--- src/rtl/close_path_arbiter.sv ---
// Round-robin sharing of one fixed-latency close-path mantissa datapath between two
// requesters, with owner-tag pipeline, per-requester response FIFOs and credit flow control.
module close_path_arbiter #(
    parameter int unsigned size_mantissa = 24,
    parameter int unsigned size_exponent = 8,
    parameter int unsigned latency       = 2,
    parameter int unsigned fifo_depth    = 4
) (
    input  logic                     clk,
    input  logic                     rst,
    input  logic                     req0_valid,
    output logic                     req0_ready,
    input  logic [size_mantissa-1:0] req0_m_a,
    input  logic [size_mantissa-1:0] req0_m_b,
    input  logic [size_exponent:0]   req0_exp_inter,
    input  logic                     req0_exp_diff,
    input  logic                     req1_valid,
    output logic                     req1_ready,
    input  logic [size_mantissa-1:0] req1_m_a,
    input  logic [size_mantissa-1:0] req1_m_b,
    input  logic [size_exponent:0]   req1_exp_inter,
    input  logic                     req1_exp_diff,
    output logic [size_mantissa-1:0] dp_m_a,
    output logic [size_mantissa-1:0] dp_m_b,
    output logic [size_exponent:0]   dp_exp_inter,
    output logic                     dp_exp_difference,
    output logic                     dp_issue,
    input  logic [size_mantissa-1:0] dp_m_o,
    input  logic [size_exponent-1:0] dp_e_o,
    input  logic                     dp_ovf,
    output logic                     rsp0_valid,
    input  logic                     rsp0_ready,
    output logic [size_mantissa-1:0] rsp0_m,
    output logic [size_exponent-1:0] rsp0_e,
    output logic                     rsp0_ovf,
    output logic                     rsp1_valid,
    input  logic                     rsp1_ready,
    output logic [size_mantissa-1:0] rsp1_m,
    output logic [size_exponent-1:0] rsp1_e,
    output logic                     rsp1_ovf
);
    localparam int unsigned   CW         = $clog2(fifo_depth + 1);
    localparam int unsigned   AW         = $clog2(fifo_depth);
    localparam int unsigned   RW         = size_mantissa + size_exponent + 1;
    localparam logic [CW-1:0] CREDIT_MAX = CW'(fifo_depth);

    logic [1:0]    elig, grant, wr, pop;
    logic          gnt_id, last_q, last_d;
    logic [CW-1:0] credit_q [2];
    logic [CW-1:0] credit_d [2];
    logic          tag_v, tag_id;
    logic          nonempty [2];
    logic [RW-1:0] head [2];

    // Tie goes to the requester that was not granted last.
    always_comb begin
        elig[0] = req0_valid && (credit_q[0] != '0);
        elig[1] = req1_valid && (credit_q[1] != '0);
        if (elig == 2'b11) gnt_id = ~last_q;
        else               gnt_id = elig[1];
        grant = '0;
        if (elig != 2'b00) grant[gnt_id] = 1'b1;
        last_d = (elig != 2'b00) ? gnt_id : last_q;
        for (int unsigned g = 0; g < 2; g++)
            credit_d[g] = credit_q[g] + CW'(pop[g]) - CW'(grant[g]);
    end

    always_ff @(posedge clk or posedge rst) begin
        if (rst) begin
            credit_q[0] <= CREDIT_MAX;
            credit_q[1] <= CREDIT_MAX;
            last_q      <= 1'b1;
        end else begin
            credit_q[0] <= credit_d[0];
            credit_q[1] <= credit_d[1];
            last_q      <= last_d;
        end
    end

    always_comb begin
        dp_issue          = (grant != 2'b00);
        dp_m_a            = '0;
        dp_m_b            = '0;
        dp_exp_inter      = '0;
        dp_exp_difference = 1'b0;
        if (grant[0]) begin
            dp_m_a            = req0_m_a;
            dp_m_b            = req0_m_b;
            dp_exp_inter      = req0_exp_inter;
            dp_exp_difference = req0_exp_diff;
        end else if (grant[1]) begin
            dp_m_a            = req1_m_a;
            dp_m_b            = req1_m_b;
            dp_exp_inter      = req1_exp_inter;
            dp_exp_difference = req1_exp_diff;
        end
    end

    if (latency == 0) begin : g_tag_comb
        assign tag_v  = dp_issue;
        assign tag_id = gnt_id;
    end else begin : g_tag_pipe
        logic [latency-1:0] v_q, id_q;

        always_ff @(posedge clk or posedge rst) begin
            if (rst) begin
                v_q  <= '0;
                id_q <= '0;
            end else begin
                v_q[0]  <= dp_issue;
                id_q[0] <= gnt_id;
                for (int unsigned i = 1; i < latency; i++) begin
                    v_q[i]  <= v_q[i-1];
                    id_q[i] <= id_q[i-1];
                end
            end
        end

        assign tag_v  = v_q[latency-1];
        assign tag_id = id_q[latency-1];
    end

    always_comb begin
        wr         = '0;
        wr[tag_id] = tag_v;
        pop        = {rsp1_ready & nonempty[1], rsp0_ready & nonempty[0]};
    end

    for (genvar g = 0; g < 2; g++) begin : g_fifo
        logic [RW-1:0] mem_q [fifo_depth];
        logic [AW-1:0] wptr_q, rptr_q;
        logic [CW-1:0] count_q;

        always_ff @(posedge clk) begin
            if (wr[g]) mem_q[wptr_q] <= {dp_m_o, dp_e_o, dp_ovf};
        end

        always_ff @(posedge clk or posedge rst) begin
            if (rst) begin
                wptr_q  <= '0;
                rptr_q  <= '0;
                count_q <= '0;
            end else begin
                if (wr[g])  wptr_q <= wptr_q + AW'(1);
                if (pop[g]) rptr_q <= rptr_q + AW'(1);
                count_q <= count_q + CW'(wr[g]) - CW'(pop[g]);
            end
        end

        // Empty FIFO presents an all-zero head.
        assign nonempty[g] = (count_q != '0);
        assign head[g]     = nonempty[g] ? mem_q[rptr_q] : '0;

        a_no_write_when_full: assert property (@(posedge clk) disable iff (rst)
            !(wr[g] && (count_q == CREDIT_MAX)));
    end

    assign req0_ready                   = grant[0];
    assign req1_ready                   = grant[1];
    assign rsp0_valid                   = nonempty[0];
    assign rsp1_valid                   = nonempty[1];
    assign {rsp0_m, rsp0_e, rsp0_ovf}   = head[0];
    assign {rsp1_m, rsp1_e, rsp1_ovf}   = head[1];
endmodule
--- config.mk ---
export PLATFORM = sky130hd
export DESIGN_NAME = close_path_arbiter
export DESIGN_NICKNAME = d
export VERILOG_FILES = /design/src/rtl/close_path_arbiter.sv
export SDC_FILE = /design/constraint.sdc
export NUM_CORES = 1
export LEC_CHECK = 0
export BUFFER_PORTS_ARGS = -buffer_cell sky130_fd_sc_hd__buf_2
export CORE_ASPECT_RATIO = 2
export CORE_MARGIN = 2
export CORE_UTILIZATION = 50
export CTS_BUF_LIST = sky130_fd_sc_hd__clkbuf_4
export CTS_CLUSTER_DIAMETER = 60
export DETAILED_ROUTE_END_ITERATION = 10
export GPL_TIMING_DRIVEN = 0
export HOLD_SLACK_MARGIN = 0.08
export PLACE_DENSITY = 0.87
export SETUP_SLACK_MARGIN = 0.5
export SLEW_MARGIN = 40
export SYNTH_ARGS = -nofsm -noshare
export SYNTH_HDL_FRONTEND = slang
export SYNTH_SLANG_ARGS = --single-unit
--- constraint.sdc ---
create_clock -name clk -period 2.35 [get_ports clk]
set_clock_uncertainty 0.1 [all_clocks]
set_input_delay 0.47 -clock clk [delete_from_list [all_inputs] [get_ports clk]]
set_output_delay 0.47 -clock clk [all_outputs]
set_load 0.01 [all_outputs]
==> results of run 1 <==
## registers in the layout, summed over array words and instances (netlist names)
name / cells
g_tag_pipe.id_q: 2
g_tag_pipe.v_q: 2
g_fifo.rptr_q: 4
credit_q: 6
g_fifo.count_q: 6
g_fifo.wptr_q: 4
last_q: 1
g_fifo.mem_q: 264
## power breakdown
group | switching (mW) | leakage (nW) | internal (mW)
Combinational | 4.96 | 3.51 | 6.73
Clock | 1.92 | 0.462 | 1.85
Sequential | 0.401 | 2.69 | 6.80
Total | 7.27 | 6.67 | 15.4
## metrics by stage
step / instance area (um^2) / TNS [ns] / std cells
finish: 16800 / -59.77 / 1370
global route: 16800 / -70.34 / 1370
CTS: 16500 / -64.10 / 1357
detailed placement: 14000 / -1.23 / 1169
global placement: 14000 / -1.09 / 1169
floorplan: 12200 / 0 / 603
## worst reg2reg max path: stages (launching register included)
cell and delay (ns):
dfrtp_2 0.46, o31ai_4 0.39, a31oi_4 0.10, buf_6 0.15, buf_6 0.12, clkbuf_16 0.14
buf_6 0.11, ha_4 0.25, inv_2 0.04, ha_4 0.14, fa_2 0.35, xnor2_2 0.14
## cell usage in the layout, fill, tap and decap left out, drive strengths merged, types with 2 or more instances in the layout
| cell type | n |
|---|---|
| a22o | 58 |
| and2 | 76 |
| and3 | 6 |
| buf | 351 |
| bufinv | 2 |
| clkbuf | 96 |
| clkinv | 23 |
| dfrtp | 22 |
| dfstp | 3 |
| diode | 6 |
| dlygate4sd3 | 36 |
| dlymetal6s4s | 2 |
| edfxtp | 264 |
| fa | 4 |
| ha | 16 |
| inv | 24 |
| mux4 | 66 |
| nand2 | 4 |
| nand3 | 3 |
| o21ai | 2 |
| or3 | 3 |
| xnor2 | 11 |
| xor2 | 3 |
## final timing paths
kind | endpoint | cells past startpoint | startpoint
max | dp_m_a[1] | 6 | credit_q[0]$_DFF_PP0_
min | last_q$_DFFE_PP1N_ | 4 | req1_valid
max reg2reg | credit_q[5]$_DFF_PP1_ | 11 | credit_q[4]$_DFF_PP0_
min reg2reg | g_tag_pipe.v_q[1]$_DFF_PP0_ | 0 | g_tag_pipe.v_q[0]$_DFF_PP0_
max in group asynchronous | credit_q[5]$_DFF_PP1_ | 3 | rst
min in group asynchronous | credit_q[4]$_DFF_PP0_ | 3 | rst
## cell type report
type / count / area (um^2) / area share
clock buffers: 82 / 616 / 0.0367
multi-input cells: 257 / 3450 / 0.206
clock inverters: 26 / 159 / 0.00948
flip-flops and latches: 289 / 8560 / 0.511
well taps: 283 / 354 / 0.0211
plain buffers: 38 / 551 / 0.0329
diodes: 6 / 15.0 / 0.000896
repair buffers: 366 / 2960 / 0.177
inverters: 23 / 88.8 / 0.00530
## per-layer routing
layer,GRT usage,wire [um],vias up,part of all wire
li1,-,-,3306,-
met1,0.251,10100,3816,0.30
met2,0.519,19800,461,0.59
met3,0.0356,1950,102,0.058
met4,0.163,1830,0,0.054
met5,0,0,-,0
## cell families after synthesis
logic type      count (synthesis)
flops                         289
simple gates                   89
mux                            66
compound gates                 64
buf+inv                        61
fa+ha+maj                      20
xor+xnor                       14
## what timing repair did
action,CTS,global route
endpoints found under the hold margin,292,0
gates resized for setup,158,53
hold buffers,38,0
setup buffers,28,6
gates cloned,14,1
pin swaps,75,15
endpoints found under the setup margin,271,143
==> results.txt, run 1 <==
----------------------------------------------------
[Placed design]
  DPL Wire Length ... between 15000 and 20000 um
  Post-placement setup slack ... -0.101 ns
  Number of I/O port buffers ... between 200 and 300
  Final estimated routing congestion in global placement ... 0.987

[Die]
  Standard cell core area ... 23200 um^2
  IO Pins ... around 280
  Die area ... 24900 um^2
  Placement Rows ... around 80
  Initial cell density of the core ... 0.509
  Die width ... around 110 um
  Die boundary height ... roughly 220 um

[STA]
  Final-report setup violation count ... between 100 and 150
  Slew Limit Fails ... 0
  Unrepaired setup endpoints after global routing ... true
  Worst-case hold slack ... 0.231 ns
  Minimum clock period after layout ... 2.97 ns
  Peak Freq ... 337 MHz
  Transition time of the tightest slew-check pin ... 0.592 ns
  Worst max-slew margin expressed relative to the limit ... 0.606
  Final worst-path cycle share ... 1.26
  Final hold viol count ... 0
  Setup WS post-layout ... -0.616 ns

[Synth]
  Multiplexer share of the synthesized area ... 0.126
  Post-synth top area share ... 0.671
  Count of state elements after synthesis ... roughly 290
  Post-synth top area cell ... edfxtp_1
  Post-synthesis share of cell area spent on full adders, half adders and majority gates ... 0.0237
  Commonest cells in the synthesized netlist ... 264 x edfxtp_1, 72 x and2_1, 66 x mux4_2
  Ys async rst share ... 0.0865
  Share of synthesized area occupied by flip-flops and latches ... 0.724
  Largest cells by area after synthesis ... edfxtp_1 67%, mux4_2 13%, dfrtp_1 4.7%, a22o_1 4.3%, and2_1 3.8%
  Average cell area after synthesis ... 19.6 um^2
  Count of flip-flops with a built-in enable after synthesis ... between 200 and 300
  Number of warnings issued by yosys ... 0
  Basic-gate share of the synthesized area counting and, or, nand and nor cells ... 0.0464
  Number of cells produced by synthesis ... 603
  Main combinational cell family by area after synthesis ... multiplexers
  Share of the synthesized area in compound gates (AO/OA/AOI/OAI) ... 0.0469
  Area share of xor/xnor cells in the synthesized design ... 0.0104
  Distinct cell type count of the synthesized netlist ... 28
  Net count after synthesis ... 778
  Most numerous cell in the Yosys netlist ... edfxtp_1
  Netlist area before placement ... 11800 um^2
  Post-synth top flop ... edfxtp_1

[Min path]
  Type of the tightest min-delay check ... in -> reg

[Critical path]
  Category of the worst setup path capture point ... primary output
  Crit-path max FO ... 6
  Series of cell instances along the critical path ... or3_4 > and3_4 > clkbuf_16 > bufbuf_16 > a22o_1 > buf_2
  Top cell family by delay on the critical path ... simple AND/OR/NAND/NOR gates
  Largest stage delay on the critical path ... 0.42 ns
  WP buf/inv ... 3
  Slowest library cell on the worst path ... or3_4
  Setup Crit Path Kind ... reg -> out
  Critical path arrival ... 2.40 ns
  Critical path required time ... 1.78 ns
  Reg-to-reg setup timing slack ... -0.25 ns
  Crit start category ... flip-flop

[Pwr]
  Leak pwr ... 6.67 nW
  Design Power ... 22.6 mW
  Power per unit of standard cell area ... about 1400 nW/um^2
  Maximum vdd drop ... 878 uV

[Run status]
  Result of the run ... finished, violations left
  Violated checks ... setup timing

[Route]
  Number of vias after detailed routing ... roughly 7700
  Via/cell ratio ... 5.61
  Drt first-iter violations ... roughly 600
  DRC viols ... 0
  Number of detailed-routing iterations run before antenna repair ... 5
  Average wire per standard cell ... 24.6 um
  Detailed Route WL ... 33700 um
  Number of antenna-violating nets in the routed design ... 0

[Final layout]
  Final design utilization ... 0.721
  Fillers ... 1391
  Area growth from synthesis to final layout ... 41.8%
  Nets ... ~1200
  Layout cell share with drive strength beyond 1 ... 0.595

[GRT]
  Number of antenna violations at the first check in global routing ... 6
  Number of global-route vias before repair ... 8408
  Maximum number of pins on one net before global-route repair ... 34
  Global-route wire length before repair ... 48700 um
  Residual overflow from global routing ... 0
  Total routing usage reported by global routing ... 0.266

[Clock network]
  Clock-pin slew on the worst setup and hold paths ... 0.08 ns
  Clock network latency to the later pin of the worst-skew pair ... 0.69 ns
  CTS buffer count ... 59
  H-tree lvl count ... 2
  CTS tree ... done
  Clock net sink count ... 289
  Root buf cell ... clkbuf_4
  Clk buf depth ... 3

[Job]
  Max cap viols ... 0

----------------------------------------------------
(Power assumes the default switching activity.)
==> run 2: changes to the inputs <==
- CAP_MARGIN: default -> 20
- CORE_UTILIZATION: 50 -> 34
- PLACE_DENSITY: 0.87 -> 0.66
==> results.txt, run 2 (synthesized netlist as in run 1, its figures left out) <==
----------------------------------------------------
[Clock network]
  Clk buf depth ... 3 (unchanged)
  Clock net sink count ... 289 (unchanged)
  Clock network latency to the later pin of the worst-skew pair ... 0.66 ns (-0.03 ns)
  Root buf cell ... clkbuf_4
  CTS tree ... done
  Quantity of hold-fixing buffers added after cts ... 36 (-5.3%)
  Clock-pin slew on the worst setup and hold paths ... 0.08 ns (about the same)
  H-tree lvl count ... 2 (unchanged)
  CTS buffer count ... 59 (unchanged)

[Die]
  Die area ... 36300 um^2 (+46%)
  IO Pins ... 284 (unchanged)
  Initial cell density of the core ... 0.345 (-0.163)
  Standard cell core area ... 34200 um^2 (+47%)
  Die width ... 136 um (+21%)
  Placement Rows ... 96 (+22%)
  Die boundary height ... 268 um (+21%)

[Critical path]
  Crit-path max FO ... 5 (-1)
  Number of cells traversed by the worst register-to-register path ... 10 (-1)
  Setup Crit Path Kind ... reg -> out
  Critical path required time ... 1.78 ns (about the same)
  Crit start category ... flip-flop
  Critical path arrival ... 2.38 ns (-0.02 ns)
  Category of the worst setup path capture point ... primary output

[GRT]
  Maximum number of pins on one net before global-route repair ... 34 (unchanged)
  Global-route wire length before repair ... 48100 um (-1.3%)
  Residual overflow from global routing ... 0 (unchanged)
  Number of antenna violations at the first check in global routing ... 2 (-4)
  Number of global-route vias before repair ... 8136 (-3.2%)
  Total routing usage reported by global routing ... 0.184 (-0.0819)

[Final layout]
  Number of cells in the finished layout apart from fillers ... 1520 (+11%)
  Fillers ... 2835 (+100%)
  Most frequent cells in the layout ... 264 x edfxtp_1, 212 x buf_2, 83 x buf_6
  Commonest non-fill, non-tap cell in the layout ... edfxtp_1
  Regs by FF count ... g_fifo.mem_q (264), credit_q (6), g_fifo.count_q (6)
  Post-route cell area ... 17000 um^2 (+1.7%)
  Number of flip-flops in the largest register ... 264 (unchanged)
  Final design utilization ... 0.498 (-0.224)
  Area growth from synthesis to final layout ... 44.2%
  Largest register by flop count ... g_fifo.mem_q
  Nets ... 1215 (+0.50%)
  Layout cell share with drive strength beyond 1 ... 0.602 (+0.00722)

[STA]
  Final-report setup violation count ... 135 (unchanged)
  Minimum clock period after layout ... 2.95 ns (-0.0120 ns)
  Setup TNS ... -58.83 ns (+0.944 ns)
  Transition time of the tightest slew-check pin ... 0.640 ns (+0.0480 ns)
  Setup WS post-layout ... -0.604 ns (+0.0120 ns)
  Unrepaired setup endpoints after global routing ... true
  Worst max-slew margin expressed relative to the limit ... 0.573 (-0.0320)
  Final hold viol count ... 1 (+1)
  Slew Limit Fails ... 0 (unchanged)
  Peak Freq ... 339 MHz (+0.41%)
  Worst-case hold slack ... -0.0245 ns (-0.255 ns)
  Final worst-path cycle share ... 1.26 (-0.00510)

[Placed design]
  Number of I/O port buffers ... 283 (unchanged)
  Instance area after placement ... 14200 um^2 (+1.4%)
  DPL Wire Length ... 21200 um (+7.1%)
  Number of placed instances with taps included ... 1327 (+14%)
  Final estimated routing congestion in global placement ... 0.921 (-6.6%)
  Post-placement setup slack ... -0.214 ns (-0.113 ns)

[Pwr]
  Power per unit of standard cell area ... 1330 nW/um^2 (-1.8%)
  Maximum vdd drop ... 551 uV (-37%)
  Design Power ... 22.6 mW (-0.15%)
  Leak pwr ... 6.68 nW (+0.20%)

[Min path]
  Number of instances on the worst hold path ... 3 (-1)
  Type of the tightest min-delay check ... in -> reg

[Route]
  Number of detailed-routing iterations run before antenna repair ... 4 (-1)
  Detailed Route WL ... 34500 um (+2.3%)
  Drt first-iter violations ... 433 (-28%)
  Via/cell ratio ... 4.99 (-11%)
  Number of vias after detailed routing ... 7588 (-1.3%)
  DRC viols ... 0 (unchanged)
  Average wire per standard cell ... 22.7 um (-7.8%)
  Number of antenna-violating nets in the routed design ... 0 (unchanged)

[Run status]
  Result of the run ... finished, violations left
  Violated checks ... hold timing, setup timing

[Job]
  Max cap viols ... 0 (unchanged)

----------------------------------------------------
run 2: cell count changes in the layout (fill, tap and decap cells not counted), sizes merged:
cell / previous run / this run
bufinv: 2 / 1
dlymetal6s4s: 2 / 0
clkinv: 23 / 18
bufbuf: 1 / 0
clkbuf: 96 / 98
diode: 6 / 1
buf: 351 / 349
and3: 6 / 9
and2: 76 / 79
run 2: critical path, cell delays in order (launching register included):
cell and delay (ns):
dfrtp_2 0.41, or3_4 0.38, and3_4 0.17, buf_8 0.13, buf_6 0.13, buf_8 0.13, a22o_4 0.25, buf_6 0.12
run 2: timing repair:
action / in CTS / in global routing
buffers inserted: 29 / 6
resized for setup: 177 / 40
gates cloned: 14 / 8
pin swaps: 81 / 22
hold endpoints to repair: 293 / 1
endpoints found under the setup margin: 270 / 278
run 2: final cells by class:
class / instances / area (um^2) / area share
antenna: 1 / 2.50 / 0.000147
multi-input combinational: 263 / 3560 / 0.209
sequential: 289 / 8560 / 0.502
tap: 441 / 552 / 0.0324
clock inverter: 20 / 103 / 0.00602
buffer: 38 / 591 / 0.0347
inverter: 23 / 86.3 / 0.00507
clock buffer: 79 / 593 / 0.0348
timing repair buffer: 366 / 2990 / 0.175
run 2: path summary, 6_finish.rpt:
path | startpoint | end | slack [ns]
setup / recovery | credit_q[1]$_DFF_PP0_ | dp_m_b[15] | -0.60
hold / removal | req1_valid | last_q$_DFFE_PP1N_ | -0.02
setup reg to reg | g_fifo[1].count_q[1]$_DFF_PP0_ | g_fifo[1].count_q[2]$_DFF_PP0_ | -0.15
hold reg to reg | g_tag_pipe.id_q[0]$_DFF_PP0_ | g_tag_pipe.id_q[1]$_DFF_PP0_ | 0.25
max in group asynchronous | rst | credit_q[1]$_DFF_PP0_ | 1.47
min in group asynchronous | rst | credit_q[4]$_DFF_PP0_ | 0.30
run 2: where the power goes:
part           switching, mW  leakage, nW  internal, mW
clock                   1.79        0.412          1.66
combinational           5.12         3.58          6.90
sequential             0.361         2.69          6.79
total                   7.27         6.68          15.3
run 2: per-layer routing:
metal  up-vias  GRT usage  share of wire
met5         -          0        0.00038
met4         2     0.0881          0.053
met3        80     0.0284          0.051
met2       372      0.380           0.59
met1      3804      0.166           0.30
li1       3330          -              -
